==> src/rtl/core_pkg.sv <==
// Core-wide widths and types shared by the pipeline registers and the
// architectural register file.
package core_pkg;

  localparam int unsigned DATA_W   = 8;
  localparam int unsigned ADDR_W   = 3;
  localparam int unsigned NUM_REGS = 8;
  localparam int unsigned CNT_W    = 16;

  localparam logic [DATA_W-1:0] RST_VAL = 8'h00;

  typedef logic [ADDR_W-1:0] reg_idx_t;
  typedef logic [DATA_W-1:0] data_t;
  typedef logic [CNT_W-1:0]  cnt_t;

  // Write-back bundle leaving the EX/WB pipeline register.
  typedef struct packed {
    logic     we;
    reg_idx_t idx;
    data_t    data;
  } wb_bundle_t;

endpackage

==> src/rtl/wb_reg_file_if.sv <==
// Write-back and read-port bundle between the pipeline and the register file.
interface wb_reg_file_if;
  import core_pkg::*;

  logic     RegWrite_EX_WB;
  reg_idx_t Write_reg_EX_WB;
  data_t    ALU_result_EX_WB;
  reg_idx_t Read_reg1;
  reg_idx_t Read_reg2;
  reg_idx_t Dbg_reg;
  data_t    Read_data1;
  data_t    Read_data2;
  data_t    Dbg_data;
  cnt_t     Write_count;

  modport master (
    output RegWrite_EX_WB, Write_reg_EX_WB, ALU_result_EX_WB,
    output Read_reg1, Read_reg2, Dbg_reg,
    input  Read_data1, Read_data2, Dbg_data, Write_count
  );

  modport slave (
    input  RegWrite_EX_WB, Write_reg_EX_WB, ALU_result_EX_WB,
    input  Read_reg1, Read_reg2, Dbg_reg,
    output Read_data1, Read_data2, Dbg_data, Write_count
  );

endinterface

==> src/rtl/wb_reg_file_rf_read_port.sv <==
// Combinational register read port: index mux with optional write-to-read bypass.
module rf_read_port
  import core_pkg::*;
(
  input  logic                           bypass_en,
  input  logic [NUM_REGS-1:0][DATA_W-1:0] regs,
  input  wb_bundle_t                     wb,
  input  reg_idx_t                       rd_idx,
  output data_t                          rd_data
);

  always_comb begin
    rd_data = regs[rd_idx];
    if (bypass_en && wb.we && (wb.idx == rd_idx)) begin
      rd_data = wb.data;
    end
  end

endmodule

==> src/rtl/wb_reg_file.sv <==
// Architectural register file: one write-back port, two bypassed operand
// read ports, one committed-state debug port and a saturating write counter.
module wb_reg_file
  import core_pkg::*;
#(
  parameter bit BYPASS_EN = 1'b1
) (
  input  logic          clk,
  input  logic          reset,
  wb_reg_file_if.slave  rf
);

  logic [NUM_REGS-1:0][DATA_W-1:0] regs;
  cnt_t                            write_cnt;
  wb_bundle_t                      wb;

  assign wb = '{we: rf.RegWrite_EX_WB, idx: rf.Write_reg_EX_WB, data: rf.ALU_result_EX_WB};

  // Commit and count; asynchronous clear always wins over a pending write.
  always_ff @(posedge clk or negedge reset) begin
    if (!reset) begin
      for (int i = 0; i < int'(NUM_REGS); i++) begin
        regs[i] <= RST_VAL;
      end
      write_cnt <= '0;
    end else if (wb.we) begin
      regs[wb.idx] <= wb.data;
      if (write_cnt != '1) begin
        write_cnt <= write_cnt + CNT_W'(1);
      end
    end
  end

  assign rf.Write_count = write_cnt;

  rf_read_port u_rd1 (
    .bypass_en (BYPASS_EN),
    .regs      (regs),
    .wb        (wb),
    .rd_idx    (rf.Read_reg1),
    .rd_data   (rf.Read_data1)
  );

  rf_read_port u_rd2 (
    .bypass_en (BYPASS_EN),
    .regs      (regs),
    .wb        (wb),
    .rd_idx    (rf.Read_reg2),
    .rd_data   (rf.Read_data2)
  );

  // Debug view reflects committed state only.
  rf_read_port u_dbg (
    .bypass_en (1'b0),
    .regs      (regs),
    .wb        (wb),
    .rd_idx    (rf.Dbg_reg),
    .rd_data   (rf.Dbg_data)
  );

endmodule
==> src/flat_wrapper.sv <==
// flat-port wrapper written by rule: the top's interface ports become plain ports
module wb_reg_file_flat import core_pkg::*;
#(
  parameter bit BYPASS_EN = 1'b1
)
  (clk, reset, rf_RegWrite_EX_WB, rf_Write_reg_EX_WB, rf_ALU_result_EX_WB, rf_Read_reg1, rf_Read_reg2, rf_Dbg_reg, rf_Read_data1, rf_Read_data2, rf_Dbg_data, rf_Write_count);
  wb_reg_file_if rf_i ();
  input  logic clk;
  input  logic reset;
  input wire logic [$bits(rf_i.RegWrite_EX_WB)-1:0] rf_RegWrite_EX_WB;
  input wire logic [$bits(rf_i.Write_reg_EX_WB)-1:0] rf_Write_reg_EX_WB;
  input wire logic [$bits(rf_i.ALU_result_EX_WB)-1:0] rf_ALU_result_EX_WB;
  input wire logic [$bits(rf_i.Read_reg1)-1:0] rf_Read_reg1;
  input wire logic [$bits(rf_i.Read_reg2)-1:0] rf_Read_reg2;
  input wire logic [$bits(rf_i.Dbg_reg)-1:0] rf_Dbg_reg;
  output wire logic [$bits(rf_i.Read_data1)-1:0] rf_Read_data1;
  output wire logic [$bits(rf_i.Read_data2)-1:0] rf_Read_data2;
  output wire logic [$bits(rf_i.Dbg_data)-1:0] rf_Dbg_data;
  output wire logic [$bits(rf_i.Write_count)-1:0] rf_Write_count;
  assign rf_i.RegWrite_EX_WB = rf_RegWrite_EX_WB;
  assign rf_i.Write_reg_EX_WB = rf_Write_reg_EX_WB;
  assign rf_i.ALU_result_EX_WB = rf_ALU_result_EX_WB;
  assign rf_i.Read_reg1 = rf_Read_reg1;
  assign rf_i.Read_reg2 = rf_Read_reg2;
  assign rf_i.Dbg_reg = rf_Dbg_reg;
  assign rf_Read_data1 = rf_i.Read_data1;
  assign rf_Read_data2 = rf_i.Read_data2;
  assign rf_Dbg_data = rf_i.Dbg_data;
  assign rf_Write_count = rf_i.Write_count;
  wb_reg_file #(.BYPASS_EN(BYPASS_EN)) u_core (.clk(clk), .reset(reset), .rf(rf_i));
endmodule
==> config.mk <==
export PLATFORM = sky130hd
export DESIGN_NAME = wb_reg_file_flat
export DESIGN_NICKNAME = d
export VERILOG_FILES = /design/src/rtl/core_pkg.sv /design/src/rtl/wb_reg_file_if.sv /design/src/rtl/wb_reg_file_rf_read_port.sv /design/src/rtl/wb_reg_file.sv /design/src/flat_wrapper.sv
export SDC_FILE = /design/constraint.sdc
export NUM_CORES = 1
export LEC_CHECK = 0
export BUFFER_PORTS_ARGS = -buffer_cell sky130_fd_sc_hd__buf_2
export CAP_MARGIN = 20
export CORE_MARGIN = 2
export CORE_UTILIZATION = 61
export CTS_BUF_LIST = sky130_fd_sc_hd__clkbuf_8
export CTS_CLUSTER_DIAMETER = 30
export CTS_CLUSTER_SIZE = 8
export DETAILED_ROUTE_END_ITERATION = 8
export PLACE_DENSITY = 0.93
export SLEW_MARGIN = 10
export SYNTH_ARGS = -nofsm -noshare
export SYNTH_HDL_FRONTEND = slang
export SYNTH_HIERARCHICAL = 1
export SYNTH_SLANG_ARGS = --single-unit
==> constraint.sdc <==
create_clock -name clk -period 2.3 [get_ports clk]
set_input_delay 0.345 -clock clk [delete_from_list [all_inputs] [get_ports clk]]
set_output_delay 0.345 -clock clk [all_outputs]
set_load 0.005 [all_outputs]
==> impl.org <==
** Yosys
- Counting every instance in the synthesized netlist gives 346.
- Most used flip-flop cell after synthesis :: dfrtp_1
- Syn Std Cell Area :: 0.00544 sq mm
- Mean post-synth cell area :: 15.7 sq um
- After synthesis, the netlist uses 41 different library cells.
- The synthesized design contains 80 register bits.
- The Yosys step of the flow raised 6 warnings.
- For this run, the register share of the synthesized area comes to 0.368.
- Ys async rst share :: 1.00
- Count of flip-flops with a built-in enable after synthesis :: 0

** Final layout
- Number of diodes added for antenna fixing :: 0
- Multi-input combinational cell area :: 0.00317 sq mm
- The sequential cells in the finished layout cover a total of 0.00200 sq mm.
- Post-layout net count :: 456
- Final standard cell area without fillers :: 0.00618 sq mm
- Area growth from synthesis to final layout :: 13.5%
- Leaving out fill and tap cells, the most frequent cell in the layout is mux2_2.
- Counting the fill cells in the layout gives 570.
- Most frequent cells in the layout :: mux2_2 (94), dfrtp_1 (80), buf_2 (55)
- Once layout is complete, the utilization of the core stands at 0.712.
- Share of final-layout standard cells stronger than drive strength 1 :: 0.659

** Floorplan
- The initial utilization of the core area, before any placement, comes to 0.627.
- In this run the core area contains 34 standard-cell rows.
- Number of top-level pins :: 63
- Die area :: 0.00970 sq mm
- The die is 98.5 microns wide.
- Core region area :: 0.00868 sq mm
- The floorplan step set the die height to 98.5 microns.

** Setup path
- STA classifies the critical path startpoint as a flop.
- Max FO, Critical Path :: 4
- Crit path required time :: 1.96 ns
- The startpoint identified for the worst register-to-register timing path is u_core/rf.Write_count[1].
- In this run the worst setup path begins at u_core/regs[28].
- Register-to-register setup slack :: 0.59 ns
- Critical Path Sink Type :: output port
- Critical R2R Capture :: u_core/rf.Write_count[10]
- At the worst endpoint, the arrival time is 1.95 ns.
- Cell depth of the worst flop-to-flop path :: 5
- Path type of the worst setup path :: reg -> out

** STA
- At the pin with the least slew margin, the transition time is 0.964 ns.
- Number of setup violations in the final report :: 0
- Static timing analysis puts the maximum clock frequency at 437 MHz.
- The worst path needs 2.29 ns of the cycle, external delays included.
- The number of slew-limit violations in the final report was 0.
- In this run the tightest slew margin relative to its limit is 0.352.
- Final count of hold timing violations :: 0
- Setup repair after global routing could not meet its margin everywhere.
- Final worst path period share :: 0.996
- Setup slack on the critical path of the routed design comes to 0.00936 ns.
- Total negative slack for setup checks :: 0 ns
- Clock skew on the completed layout was measured at 0.00190 ns.

** Route
- The first detailed-routing pass took 4 iterations.
- After detailed routing, the total wire length is 13500 microns.
- Wire length per cell after detailed routing :: 24.9 microns
- After detailed routing, the number of vias per cell comes to 6.74.
- For this block, the initial DRC count from the detailed router was 335.
- The count of nets left with antenna violations once routing finished came out at 0.
- The detailed router placed 3676 vias in this run.
- DR DRC count :: 0

** Power and ir drop
- Summed over all cells, the static leakage comes to 0.00267 uW.
- Power spread over the standard cell area amounts to 794 mW/mm^2.
- The worst-case IR drop observed on VDD is 0.000501 V.
- Summing internal, switching and leakage power gives 4910 uW.

** Placement
- At the end of routability-driven placement, the weighted congestion stood at 0.834.
- The count of buffers added on input and output ports is 62.
- Placed standard-cell area :: 0.00592 sq mm
- Once detailed placement completed, the half-perimeter wirelength came to 8840 microns.
- Pre-CTS setup slack :: 0.0447 ns

** CTS
- TritonCTS built the clock tree.
- The H-tree was split into 3 levels.
- Max clock buf depth :: 2
- Clock-pin transition on the worst setup and hold timing paths :: 0.08 ns
- Root Buffer Master :: clkbuf_8
- Later-pin clock latency in the skew report :: 0.33 ns
- Number of sinks handled by clock tree synthesis :: 80
- Cts bufs inserted :: 9

** Hold path
- Counting instances, the worst hold path has a depth of 2.
- Start point of the worst min-delay path :: rf_ALU_result_EX_WB[5]
- Worst min-delay path class :: in -> reg
- For hold timing, the worst endpoint is u_core/regs[29].

** GRT
- The number of antenna violations at the first check in global routing was 0.
- First-pass GRT wire length :: 21000 microns
- The number of global-route vias before repair was 3886.
- Global-route congestion overflow total :: 0
- Pin count of the biggest net entering global routing :: 47
- Across every metal layer, demand over resource in global routing totals 0.288.

** Status
- The run finished with clean final reports.

** Run
- Across the run, the number of max-cap violations was 0.
[registers in the layout (all words and copies together), names as in the netlist]
name	cells
u_core/regs	64
u_core/rf.Write_count	16
[layer usage]
layer	share of wire	track usage	wire length (microns)
met5	0	0	0
met4	0.032	0.143	435
met3	0.079	0.0596	1070
met2	0.52	0.486	7030
met1	0.37	0.356	5020
[per-stage QoR]
step / std cells / hold slack (ns)
2_1_floorplan: 347 / 0.0494
3_3_place_gp: 517 / 0.331
3_5_place_dp: 517 / 0.339
4_1_cts: 535 / 0.354
5_1_grt: 545 / 0.384
6_report: 545 / 0.379
[worst max-delay path: stages, from the launching register on]
cell and delay (ns):
dfrtp_1 0.42, mux4_2 0.51, mux2_2 0.29, mux2_2 0.27
buf_2 0.13
[worst max-delay path by stage]
stage,cells after the start,slack [ns],to
3_3_place_gp,6,0.08,rf_Read_data2[4]
4_1_cts,4,0.001,rf_Dbg_data[4]
2_1_floorplan,5,0.19,rf_Dbg_data[0]
3_5_place_dp,6,0.04,rf_Read_data2[4]
5_1_grt,4,-0.04,rf_Read_data2[4]
6_report,4,0.009,rf_Read_data2[4]
[cell type report]
class / count / area share
sequential: 80 / 0.324
clock inverter: 3 / 0.00628
inverter: 1 / 0.000607
clock buffer: 13 / 0.0290
timing repair buffer: 93 / 0.105
multi-input combinational: 247 / 0.513
tap: 108 / 0.0219
[cells by family (layout without fill, tap and decap cells)]
kind of cell             count (synthesis)  in the layout  synth area share
other                                    2              3           0.00138
AND/OR/NAND/NOR                         53             53            0.0837
buffers and inverters                   20            110            0.0342
multiplexers                           165            165             0.472
XOR/XNOR                                16             16            0.0257
flip-flops                              80             80             0.368
adder cells (fa/ha/maj)                  1              1           0.00230
AO/OA/AOI/OAI                            9              9            0.0129
[synthesized netlist by cell type, types with 3 or more instances]
master | count | area [sq um]
nand3_1 | 6 | 30.0
mux2_2 | 114 | 1280
nand4b_2 | 3 | 45.0
nor4_4 | 3 | 63.8
nor2_1 | 6 | 22.5
nor3_1 | 6 | 30.0
nand2_1 | 9 | 33.8
mux4_1 | 45 | 1180
buf_6 | 8 | 90.1
a21oi_1 | 6 | 30.0
dfrtp_1 | 80 | 2000
mux4_2 | 3 | 67.6
buf_12 | 3 | 60.1
xnor2_1 | 3 | 26.3
nand4_1 | 4 | 25.0
xor2_1 | 13 | 114
clkbuf_1 | 6 | 22.5
[power by group]
| part | switching (uW) | internal [uW] | leakage (uW) | total (uW) |
|---|---|---|---|---|
| sequential | 370 | 1710 | 0.000972 | 2080 |
| combinational | 612 | 1110 | 0.00158 | 1720 |
| clock | 487 | 616 | 0.000117 | 1100 |
| total | 1470 | 3440 | 0.00267 | 4910 |
[repair_timing]
| action | CTS | global route |
|---|---|---|
| resized for setup | 8 | 61 |
| setup endpoints to repair | 6 | 23 |
| hold buffers | 1 | 0 |
| buffers inserted | 1 | 10 |
| endpoints found under the hold margin | 34 | 0 |
(Power assumes the default switching activity.)
